==> src/rtl/bsg_manycore_mesh_mem_responder.sv <==
// Mesh endpoint memory: accepts one load/store at a time, performs it in a single
// cycle and holds the return packet until the consumer takes it.
module bsg_manycore_mesh_mem_responder #(
    parameter int x_cord_width_p  = 2,
    parameter int y_cord_width_p  = 2,
    parameter int data_width_p    = 32,
    parameter int addr_width_p    = 32,
    parameter int load_id_width_p = 11,
    parameter int mem_els_p       = 16
) (
    input  logic                       clk_i,
    input  logic                       reset_i,
    input  logic [x_cord_width_p-1:0]  my_x_i,
    input  logic [y_cord_width_p-1:0]  my_y_i,
    input  logic                       req_v_i,
    output logic                       req_ready_o,
    input  logic                       req_op_i,
    input  logic [addr_width_p-1:0]    req_addr_i,
    input  logic [data_width_p-1:0]    req_data_i,
    input  logic [data_width_p/8-1:0]  req_mask_i,
    input  logic [x_cord_width_p-1:0]  req_src_x_i,
    input  logic [y_cord_width_p-1:0]  req_src_y_i,
    input  logic [x_cord_width_p-1:0]  req_dest_x_i,
    input  logic [y_cord_width_p-1:0]  req_dest_y_i,
    input  logic [load_id_width_p-1:0] req_load_id_i,
    output logic                       ret_v_o,
    input  logic                       ret_yumi_i,
    output logic                       ret_type_o,
    output logic [data_width_p-1:0]    ret_data_o,
    output logic [load_id_width_p-1:0] ret_load_id_o,
    output logic [x_cord_width_p-1:0]  ret_dest_x_o,
    output logic [y_cord_width_p-1:0]  ret_dest_y_o,
    output logic [7:0]                 err_cnt_o
);

    localparam int lg_els_lp     = (mem_els_p > 1) ? $clog2(mem_els_p) : 1;
    localparam int mask_width_lp = data_width_p / 8;

    typedef enum logic [1:0] {
        S_IDLE   = 2'd0,
        S_ACCESS = 2'd1,
        S_RESP   = 2'd2
    } state_e;

    state_e r_state;
    state_e w_state_next;

    logic                       r_op;
    logic [addr_width_p-1:0]    r_addr;
    logic [data_width_p-1:0]    r_data;
    logic [mask_width_lp-1:0]   r_mask;
    logic [x_cord_width_p-1:0]  r_src_x;
    logic [y_cord_width_p-1:0]  r_src_y;
    logic [x_cord_width_p-1:0]  r_dest_x;
    logic [y_cord_width_p-1:0]  r_dest_y;
    logic [load_id_width_p-1:0] r_load_id;

    logic [data_width_p-1:0]    r_mem [mem_els_p];

    logic                       r_ret_v;
    logic                       r_ret_type;
    logic [data_width_p-1:0]    r_ret_data;
    logic [load_id_width_p-1:0] r_ret_load_id;
    logic [x_cord_width_p-1:0]  r_ret_dest_x;
    logic [y_cord_width_p-1:0]  r_ret_dest_y;
    logic [7:0]                 r_err_cnt;

    logic                       w_accept;
    logic                       w_access;
    logic                       w_in_range;
    logic                       w_misrouted;
    logic                       w_ok;
    logic [lg_els_lp-1:0]       w_idx;

    function automatic logic [data_width_p-1:0] merge_bytes(
        input logic [data_width_p-1:0]  old_word,
        input logic [data_width_p-1:0]  new_word,
        input logic [mask_width_lp-1:0] byte_en
    );
        logic [data_width_p-1:0] res;
        res = old_word;
        for (int b = 0; b < mask_width_lp; b++) begin
            if (byte_en[b]) begin
                res[b*8 +: 8] = new_word[b*8 +: 8];
            end else begin
                res[b*8 +: 8] = old_word[b*8 +: 8];
            end
        end
        return res;
    endfunction

    assign req_ready_o = (r_state == S_IDLE);
    assign w_accept    = req_v_i & (r_state == S_IDLE);
    assign w_access    = (r_state == S_ACCESS);
    assign w_in_range  = (r_addr < addr_width_p'(mem_els_p));
    assign w_misrouted = (r_dest_x != my_x_i) | (r_dest_y != my_y_i);
    assign w_ok        = w_in_range & ~w_misrouted;
    assign w_idx       = r_addr[lg_els_lp-1:0];

    // state register
    always_ff @(posedge clk_i or posedge reset_i) begin
        if (reset_i) begin
            r_state <= S_IDLE;
        end else begin
            r_state <= w_state_next;
        end
    end

    // next-state logic
    always_comb begin
        w_state_next = r_state;
        case (r_state)
            S_IDLE: begin
                if (req_v_i) begin
                    w_state_next = S_ACCESS;
                end else begin
                    w_state_next = S_IDLE;
                end
            end
            S_ACCESS: begin
                w_state_next = S_RESP;
            end
            S_RESP: begin
                if (ret_yumi_i) begin
                    w_state_next = S_IDLE;
                end else begin
                    w_state_next = S_RESP;
                end
            end
            default: begin
                w_state_next = S_IDLE;
            end
        endcase
    end

    // request capture on accept
    always_ff @(posedge clk_i or posedge reset_i) begin
        if (reset_i) begin
            r_op      <= 1'b0;
            r_addr    <= '0;
            r_data    <= '0;
            r_mask    <= '0;
            r_src_x   <= '0;
            r_src_y   <= '0;
            r_dest_x  <= '0;
            r_dest_y  <= '0;
            r_load_id <= '0;
        end else if (w_accept) begin
            r_op      <= req_op_i;
            r_addr    <= req_addr_i;
            r_data    <= req_data_i;
            r_mask    <= req_mask_i;
            r_src_x   <= req_src_x_i;
            r_src_y   <= req_src_y_i;
            r_dest_x  <= req_dest_x_i;
            r_dest_y  <= req_dest_y_i;
            r_load_id <= req_load_id_i;
        end
    end

    // storage array; rejected requests never touch it
    always_ff @(posedge clk_i or posedge reset_i) begin
        if (reset_i) begin
            for (int i = 0; i < mem_els_p; i++) begin
                r_mem[i] <= '0;
            end
        end else if (w_access && w_ok && r_op) begin
            r_mem[w_idx] <= merge_bytes(r_mem[w_idx], r_data, r_mask);
        end
    end

    // return packet, built in ACCESS and held until taken
    always_ff @(posedge clk_i or posedge reset_i) begin
        if (reset_i) begin
            r_ret_v       <= 1'b0;
            r_ret_type    <= 1'b0;
            r_ret_data    <= '0;
            r_ret_load_id <= '0;
            r_ret_dest_x  <= '0;
            r_ret_dest_y  <= '0;
        end else if (w_access) begin
            r_ret_v       <= 1'b1;
            r_ret_type    <= ~r_op;
            r_ret_data    <= (!r_op && w_ok) ? r_mem[w_idx] : '0;
            r_ret_load_id <= r_load_id;
            r_ret_dest_x  <= r_src_x;
            r_ret_dest_y  <= r_src_y;
        end else if ((r_state == S_RESP) && ret_yumi_i) begin
            r_ret_v <= 1'b0;
        end
    end

    // saturating error counter
    always_ff @(posedge clk_i or posedge reset_i) begin
        if (reset_i) begin
            r_err_cnt <= 8'd0;
        end else if (w_access && !w_ok && (r_err_cnt != 8'hFF)) begin
            r_err_cnt <= r_err_cnt + 8'd1;
        end
    end

    assign ret_v_o       = r_ret_v;
    assign ret_type_o    = r_ret_type;
    assign ret_data_o    = r_ret_data;
    assign ret_load_id_o = r_ret_load_id;
    assign ret_dest_x_o  = r_ret_dest_x;
    assign ret_dest_y_o  = r_ret_dest_y;
    assign err_cnt_o     = r_err_cnt;

endmodule

==> config.mk <==
export PLATFORM = sky130hd
export DESIGN_NAME = bsg_manycore_mesh_mem_responder
export DESIGN_NICKNAME = d
export VERILOG_FILES = /design/src/rtl/bsg_manycore_mesh_mem_responder.sv
export SDC_FILE = /design/constraint.sdc
export NUM_CORES = 1
export LEC_CHECK = 0
export CORE_UTILIZATION = 29
export DETAILED_ROUTE_END_ITERATION = 10
export GPL_TIMING_DRIVEN = 0
export SYNTH_ARGS = -nofsm -noshare
export SYNTH_HDL_FRONTEND = slang
export SYNTH_SLANG_ARGS = --single-unit
==> constraint.sdc <==
create_clock -name clk_i -period 41.2 [get_ports clk_i]
set_input_delay 8.24 -clock clk_i [delete_from_list [all_inputs] [get_ports clk_i]]
set_output_delay 8.24 -clock clk_i [all_outputs]
set_load 0.01 [all_outputs]
== Word level (Yosys, flattened, before mapping) ==
Index checks and enable logic that the tools add are counted.
Widths: inputs -> output; s select.
Word-level totals
  register bits after elaboration: 659
  input bits: 96
  word-level logic and storage cells: 79
Operators by class
  $add $sub $neg: 1
  order comparisons: 3
  equal/unequal tests: 5
  multiplexer cells: 20
  bitwise logic cells: 6
  reductions and logical operators: 11
Operators by type and width (count)
  $bwmux 512: 1
  $bmux 32 s4: 1
  $demux 32 s4: 1
  $mux 32: 4
  $mux 8: 8
  $lt 32x5->1 const B: 1
  $add 8x1->8 const B: 1
  $ne 8x8->1 const B: 1
  $logic_and 1x1->1: 7
  $pmux 2 s3: 1
  $ge 5x5->1 const B: 1
  $lt 5x1->1 const B: 1
  $not 4->5: 1
  $ne 2x2->1: 2
  $mux 1: 3
  $and 1x1->1: 2
  $eq 2x1->1 const B: 1
  $eq 2x2->1 const B: 1
  $logic_not 1->1: 2
  $logic_not 2->1: 1
  $mux 2: 1
  $not 1->1: 2
  $reduce_bool 2->1: 1
  $or 1x1->1: 1

== Longest topological paths before layout ==
Gate-level depths: netlist of the first run.
  depth in word-level cells: 8
  gate-level depth with buffers: 9
  depth with buffers taken out: 6

== Worst setup path before layout of the first run ==
No wires, ideal clock.
  kind: input to register
  start: in my_x_i[0]
  end: reg r_mem[416] (netlist name)
  arrival: 9.735 ns
  required time: 41.072 ns
  path slack: 31.338 ns
  stages: 8
  cells stage by stage: xor2_1 -> nor3_1 -> and3_1 -> buf_2 -> buf_2 -> nand4_1 -> buf_2 -> mux2_1
Between the ends
  longest elaborated chain between the ends: 6
Ends and longest elaborated chain
  start, declared: line 13  | input logic [x_cord_width_p-1:0] my_x_i,
  $ne 2x2->1: line 96  | assign w_misrouted = (r_dest_x != my_x_i) | (r_dest_y != my_y_i);
  $or 1x1->1: line 96
  $not 1->1: line 97  | assign w_ok = w_in_range & ~w_misrouted;
  $and 1x1->1: line 97
  $logic_and 1x1->1 (2 in series): line 167  | end else if (w_access && w_ok && r_op) begin
  end signal, assigned by index: line 168  | r_mem[w_idx] <= merge_bytes(r_mem[w_idx], r_data, r_mask);
  end, declared: line 58  | logic [data_width_p-1:0] r_mem [mem_els_p];
No other way between the ends.
A chain may end at the register's enable or synchronous reset.

== Worst setup path after layout of the first run ==
  start: in my_x_i[0]
  end: reg r_mem[292] (netlist name)
The elaborated chain is that of the path after synthesis.

==> results.md, run 1 <==
* Status: finished clean
* Htree depth at 3
* Data arrival, critical path at 11.13 ns
* Slew Limit Fails at 0
* Final hold violation count at 0
* Worst-path fanout max at 10
* First-pass GRT wire length at 126000 um
* Core area at 102000 um^2
* Min-Delay Startpoint: r_load_id[9]$_DFFE_PP0P_
* Fraction of layout instances using a drive strength above 1 at 0.416
* Slew headroom at 0.262
* Grt total ovfl at 0
* Initial DRC count at 1148
* MaxCap Viol Count at 0
* Row count at 117
* I/O Buffers at 153
* Hold Path End: ret_load_id_o[9]$_DFFE_PP0P_
* Synth area leaders: dfrtp_1 (55%), mux2_2 (25%), mux4_2 (4.8%)
* Routed vias at 18292
* Yosys cell types at 40
* Clock transition at path regs at 0.06 ns
* Syn Nets at 2114
* Ys async rst share at 1.00
* Worst hold path class: flop to flop
* IO Pins at 154
* Clock sink count at 659
* Critical Path Start Type: primary input
* Fmax at 94.0 MHz
* Nets at 2342
* DR vias/cell at 4.99
* R2R Path End: ret_data_o[9]$_DFFE_PP0P_
* Clock latency on the worst-skew pair at 0.63 ns
* Largest area contributor in the netlist: dfrtp_1
* Hold buffer count at cts at 0
* Top FF cell, synth: dfrtp_1
* Worst Reg-to-Reg Cells at 6
* Die Ht at 322 um
* Hold path depth at 2
* Routed len/inst at 22.7 um
* Die W at 322 um
* Synthesized area per cell at 14.8 um^2
* PwrDens at 59.3 nW/um^2
* Final RePlAce weighted congestion at 0.847
* Initial antenna violation count at 2
* Number of global-route vias before repair at 19723
* Flops & latches, synth at 659
* DP Wirelength at 60400 um
* Root Driver: clkbuf_16
* Source of the worst register-to-register timing path: r_addr[2]$_DFFE_PP0P_
* Initial Util at 0.292
* Detail Route Antenna Nets at 0
* WP data required at 41.70 ns
* Largest net degree at the start of global routing at 140
* Commonest non-fill, non-tap cell in the layout: mux2_2
* Top-area cell type share of the netlist area at 0.554
* CTS tree: built
* Worst-Margin Slew at 1.11 ns
* Ys Warns at 0
* TNS Setup at 0 ns
* DR pass1 iterations at 5
* Most frequent cells in the layout: mux2_2 (664), dfrtp_1 (659), clkdlybuf4s50_1 (153)
* Final wirelength at 83400 um
* TritonCTS buffer count at 68
* RSZ-0062 raised after global routing: no
* Drt drc at 0
* Longest Clk Path Bufs at 3
* Cell count after placement at 3543
* Final setup viols at 0
* Post-synth EDFFs at 0
* Crit path kind: primary input to flop
* Sequential share of the synthesized area at 0.554
* LEAKAGE at 17.0 nW
* VDD IR max at 0.0000261 V
* Fin crit share at 0.258
* Tot GR Track Use at 0.162
* Setup bufs post-CTS at 0
* Syn Inst Count at 2017
* Clock Skews at 0.0347 ns
* Crit path time final at 10.64 ns
* Final Core Density at 0.348
* Cell area after synthesis at 29800 um^2
* Crit path capture type: flop
* Setup slack, reg-to-reg at 37.76 ns
* Die Footprint at 104000 um^2
* Cts repair resizes at 0
* P&R area growth vs syn at 19.0%
* Non-Filler Instances at 3669
cells in the mapped netlist, types with 8 or more instances:
cell type	count
nor2_1	11
a21o_1	32
xor2_1	10
dfrtp_1	659
nand2_1	85
o21ai_0	32
mux4_2	64
mux2_2	664
clkbuf_1	45
nor2b_1	8
o22ai_1	30
a22o_1	62
mux2_1	29
o21a_1	30
nor4_1	8
o31ai_2	30
mux2i_1	68
buf_2	68
nand4_1	18
cells by family after synthesis:
group | after synthesis | share of synthesized area
simple gates | 161 | 0.0259
fa+ha+maj | 1 | 0.000420
buf+inv | 135 | 0.0225
compound gates | 225 | 0.0602
xor+xnor | 11 | 0.00324
mux | 825 | 0.334
flops | 659 | 0.554
stage by stage:
step	total power, W	instance area (um^2)	worst slack (ns)	hold WS (ns)
after floorplan	0.00119	29800	14.49	0.435
after global placement	0.00146	33000	8.53	0.460
after detailed placement	0.00148	33100	30.01	0.453
after CTS	0.00212	35400	30.66	0.466
after global routing	0.00220	35400	30.50	0.492
final	0.00210	35400	30.56	0.463
where the power goes:
group | leakage [nW] | switching, W | internal [W]
Combinational | 6.90 | 0.000475 | 0.000248
Clock | 1.12 | 0.000261 | 0.000369
Sequential | 8.95 | 0.0000425 | 0.000705
Total | 17.0 | 0.000778 | 0.00132
sequential cells by signal, summed over array words and instances, names as in the netlist, 2 cells and up:
| register | count |
|---|---|
| r_mask | 4 |
| r_state | 2 |
| r_src_x | 2 |
| r_load_id | 11 |
| r_dest_y | 2 |
| r_src_y | 2 |
| ret_dest_x_o | 2 |
| ret_load_id_o | 11 |
| r_addr | 32 |
| ret_data_o | 32 |
| r_dest_x | 2 |
| err_cnt_o | 8 |
| r_data | 32 |
| ret_dest_y_o | 2 |
| r_mem | 512 |
critical path: stages:
cell	delay, ns
clkdlybuf4s50_1	0.42
xor2_1	0.14
nor3_1	0.34
and3_1	0.33
buf_2	0.21
buf_2	0.23
nand4_1	0.43
buf_2	0.42
mux2_1	0.36
worst max path at each step:
stage                   start  slack, ns                  endpoint  depth (start not counted)
CTS                 my_x_i[0]      30.66    r_mem[292]$_DFFE_PP0P_                          9
finish              my_x_i[0]      30.56    r_mem[292]$_DFFE_PP0P_                          9
floorplan             reset_i      14.49  err_cnt_o[0]$_DFFE_PP0P_                          1
global placement      reset_i       8.53     r_data[4]$_DFFE_PP0P_                          2
detailed placement  my_x_i[0]      30.01    r_mem[292]$_DFFE_PP0P_                          9
global route        my_x_i[0]      30.50    r_mem[292]$_DFFE_PP0P_                          9
metal layers:
metal / routed length [um] / up-vias / GRT usage
li1: - / 7949 / -
met1: 35800 / 9786 / 0.207
met2: 41500 / 393 / 0.275
met3: 3480 / 162 / 0.0239
met4: 2620 / 2 / 0.0633
met5: 8 / - / 0
cell type report:
type	count	area, um^2
Timing Repair Buffer	158	1670
Clock inverter	22	268
Inverter	2	15.0
Sequential cell	659	16500
Fill cell	9725	66300
Clock buffer	101	2000
Buffer	133	662
Multi-Input combinational cell	1223	12600
Antenna cell	3	7.51
Tap cell	1368	1710
No activity file was read; power rests on OpenSTA's default activity.
==> run 2: changes to the inputs <==
- clock period: 41.2 -> 10.9 ns (I/O delays scaled with it)
==> results.md, run 2 (synthesis results as in run 1) <==
* Tot GR Track Use at 0.161 (-0.000545)
* TritonCTS buffer count at 68 (unchanged)
* Initial DRC count at 1059 (-7.8%)
* Placed cell areas at 33400 um^2 (+0.62%)
* Detail Route Antenna Nets at 0 (unchanged)
* First-pass GRT wire length at 126000 um (about the same)
* Clock sink count at 659 (unchanged)
* Max reg flops at 512 (unchanged)
* Hold buffer count at cts at 0 (unchanged)
* WP data required at 11.40 ns (-30.30 ns)
* Status: finished clean
* Non-Filler Instances at 3681 (+0.33%)
* Final hold violation count at 0 (unchanged)
* Number of global-route vias before repair at 20039 (+1.6%)
* Sequential Area at 16500 um^2 (unchanged)
* Most flops, register: r_mem
* Switch share at 0.373 (+0.00213)
* DR vias/cell at 4.96 (-0.47%)
* Data arrival, critical path at 5.02 ns (-6.11 ns)
* Crit path capture type: flop
* CTS tree: built
* I/O Buffers at 153 (unchanged)
* Slew Limit Fails at 0 (unchanged)
* Final RePlAce weighted congestion at 0.821 (-3.1%)
* Initial antenna violation count at 2 (unchanged)
* Area of the multi-input gates at 12600 um^2 (about the same)
* Post-route cell area at 35600 um^2 (+0.62%)
* MaxCap Viol Count at 0 (unchanged)
* Fmax at 221 MHz
* Clock Skews at 0.0310 ns (-0.00380 ns)
* Commonest non-fill, non-tap cell in the layout: mux2_2
* Worst hold path class: flop to flop
* TNS Setup at 0 ns (unchanged)
* Die Footprint at 104000 um^2 (unchanged)
* Final wirelength at 83400 um (about the same)
* Crit path kind: primary input to flop
* DR pass1 iterations at 5 (unchanged)
* Largest net degree at the start of global routing at 48 (-66%)
* Psw at 0.00297 W (+280%)
* Crit path time final at 4.52 ns
* LEAKAGE at 17.1 nW (+0.58%)
* Setup bufs post-CTS at 0 (unchanged)
* P_int at 0.00500 W (+280%)
* PwrDens at 224 nW/um^2 (+280%)
* Grt total ovfl at 0 (unchanged)
* Worst-Margin Slew at 1.12 ns (+0.0155 ns)
* Gate power share at 0.346 (+0.002)
* VDD IR max at 0.000118 V (+350%)
* Htree depth at 3 (unchanged)
* Routed len/inst at 22.7 um (-0.34%)
* Nets at 2354 (+0.51%)
* Clock transition at path regs at 0.06 ns (about the same)
* Die Ht at 322 um (unchanged)
* Most frequent CP cell: buf_2
* Core area at 102000 um^2 (unchanged)
* Initial Util at 0.292 (unchanged)
* Drt drc at 0 (unchanged)
* Slew headroom at 0.251 (-0.0103)
* Worst-path fanout max at 10 (unchanged)
* DP Wirelength at 61400 um (+1.7%)
* CP cell instances: clkdlybuf4s50_1, xor2_1, nor3_1, and3_1, buf_2, buf_2, nand4_1, buf_2, mux2_1
* Clock latency on the worst-skew pair at 0.62 ns (about the same)
* Cts repair resizes at 0 (unchanged)
* Critical Path Start Type: primary input
* Clk pwr share at 0.299 (about the same)
* Fillers at 9701 (-0.25%)
* Sequential share of power at 0.355 (about the same)
* Cell count after placement at 3555 (+0.34%)
* Fraction of layout instances using a drive strength above 1 at 0.421 (+0.00527)
* P&R area growth vs syn at 19.8%
* IO Pins at 154 (unchanged)
* Row count at 117 (unchanged)
* RSZ-0062 raised after global routing: no
* Final Core Density at 0.350 (+0.00216)
* Root Driver: clkbuf_16
* CP peak stage delay at 0.44 ns (about the same)
* Most frequent cells in the layout: mux2_2 (664), dfrtp_1 (659), clkdlybuf4s50_1 (153)
* Die W at 322 um (unchanged)
* Final setup viols at 0 (unchanged)
* Routed vias at 18265 (-0.15%)
* Max stage delay cell, worst path: clkdlybuf4s50_1
* Longest Clk Path Bufs at 3 (unchanged)
* Fin crit share at 0.415
run 2: cell types whose count changed in the layout (fill, tap and decap cells not counted), sizes merged:
cell      delta
buf         +12
clkbuf       -6
clkinvlp     +5
clkinv       +3
diode        -2
run 2: power by group through the flow:
stage / clock [W] / combinational [W] / sequential [W]
floorplan: 0 / 0.00168 / 0.00283
global placement: 0 / 0.00266 / 0.00286
detailed placement: 0 / 0.00275 / 0.00287
CTS: 0.00244 / 0.00276 / 0.00283
global route: 0.00254 / 0.00294 / 0.00285
finish: 0.00238 / 0.00276 / 0.00283
run 2: area by class of cell:
type                            count  area share
Buffer                            133      0.0186
Inverter                            2    0.000316
Sequential cell                   659       0.463
Antenna cell                        1   0.0000702
Clock buffer                       95      0.0552
Timing Repair Buffer              170      0.0527
Tap cell                         1368      0.0480
Multi-Input combinational cell   1223       0.353
Clock inverter                     30     0.00902
run 2: metrics by stage:
| stage | total power [W] | hold WS, ns | setup WS, ns |
|---|---|---|---|
| global route | 0.00833 | 0.483 | 6.34 |
| floorplan | 0.00451 | 0.435 | -0.288 |
| global placement | 0.00552 | 0.457 | -3.66 |
| finish | 0.00797 | 0.457 | 6.38 |
| detailed placement | 0.00562 | 0.447 | 5.76 |
| CTS | 0.00803 | 0.464 | 6.44 |
run 2: critical path: cells and delay by family:
family	cells	cell delay, ns
buffers and inverters	4	1.29
and+or+nand+nor	3	1.06
muxes	1	0.35
xor gates and xnor gates	1	0.16
run 2: per-layer routing:
layer	global-route usage	up-vias	share of wire
met2	0.282	375	0.51
li1	-	7970	-
met5	0	-	0
met4	0.0510	0	0.024
met1	0.203	9798	0.43
met3	0.0258	122	0.038
run 2: final timing paths:
check | from | endpoint | slack (ns) | cells after the start
min reg2reg | r_load_id[8]$_DFFE_PP0P_ | ret_load_id_o[8]$_DFFE_PP0P_ | 0.46 | 2
min | r_load_id[8]$_DFFE_PP0P_ | ret_load_id_o[8]$_DFFE_PP0P_ | 0.46 | 2
min in group asynchronous | reset_i | r_addr[16]$_DFFE_PP0P_ | 2.05 | 2
max | my_y_i[0] | r_mem[290]$_DFFE_PP0P_ | 6.38 | 9
max reg2reg | r_addr[2]$_DFFE_PP0P_ | ret_data_o[9]$_DFFE_PP0P_ | 7.44 | 6
max in group asynchronous | reset_i | r_mem[422]$_DFFE_PP0P_ | 6.87 | 8
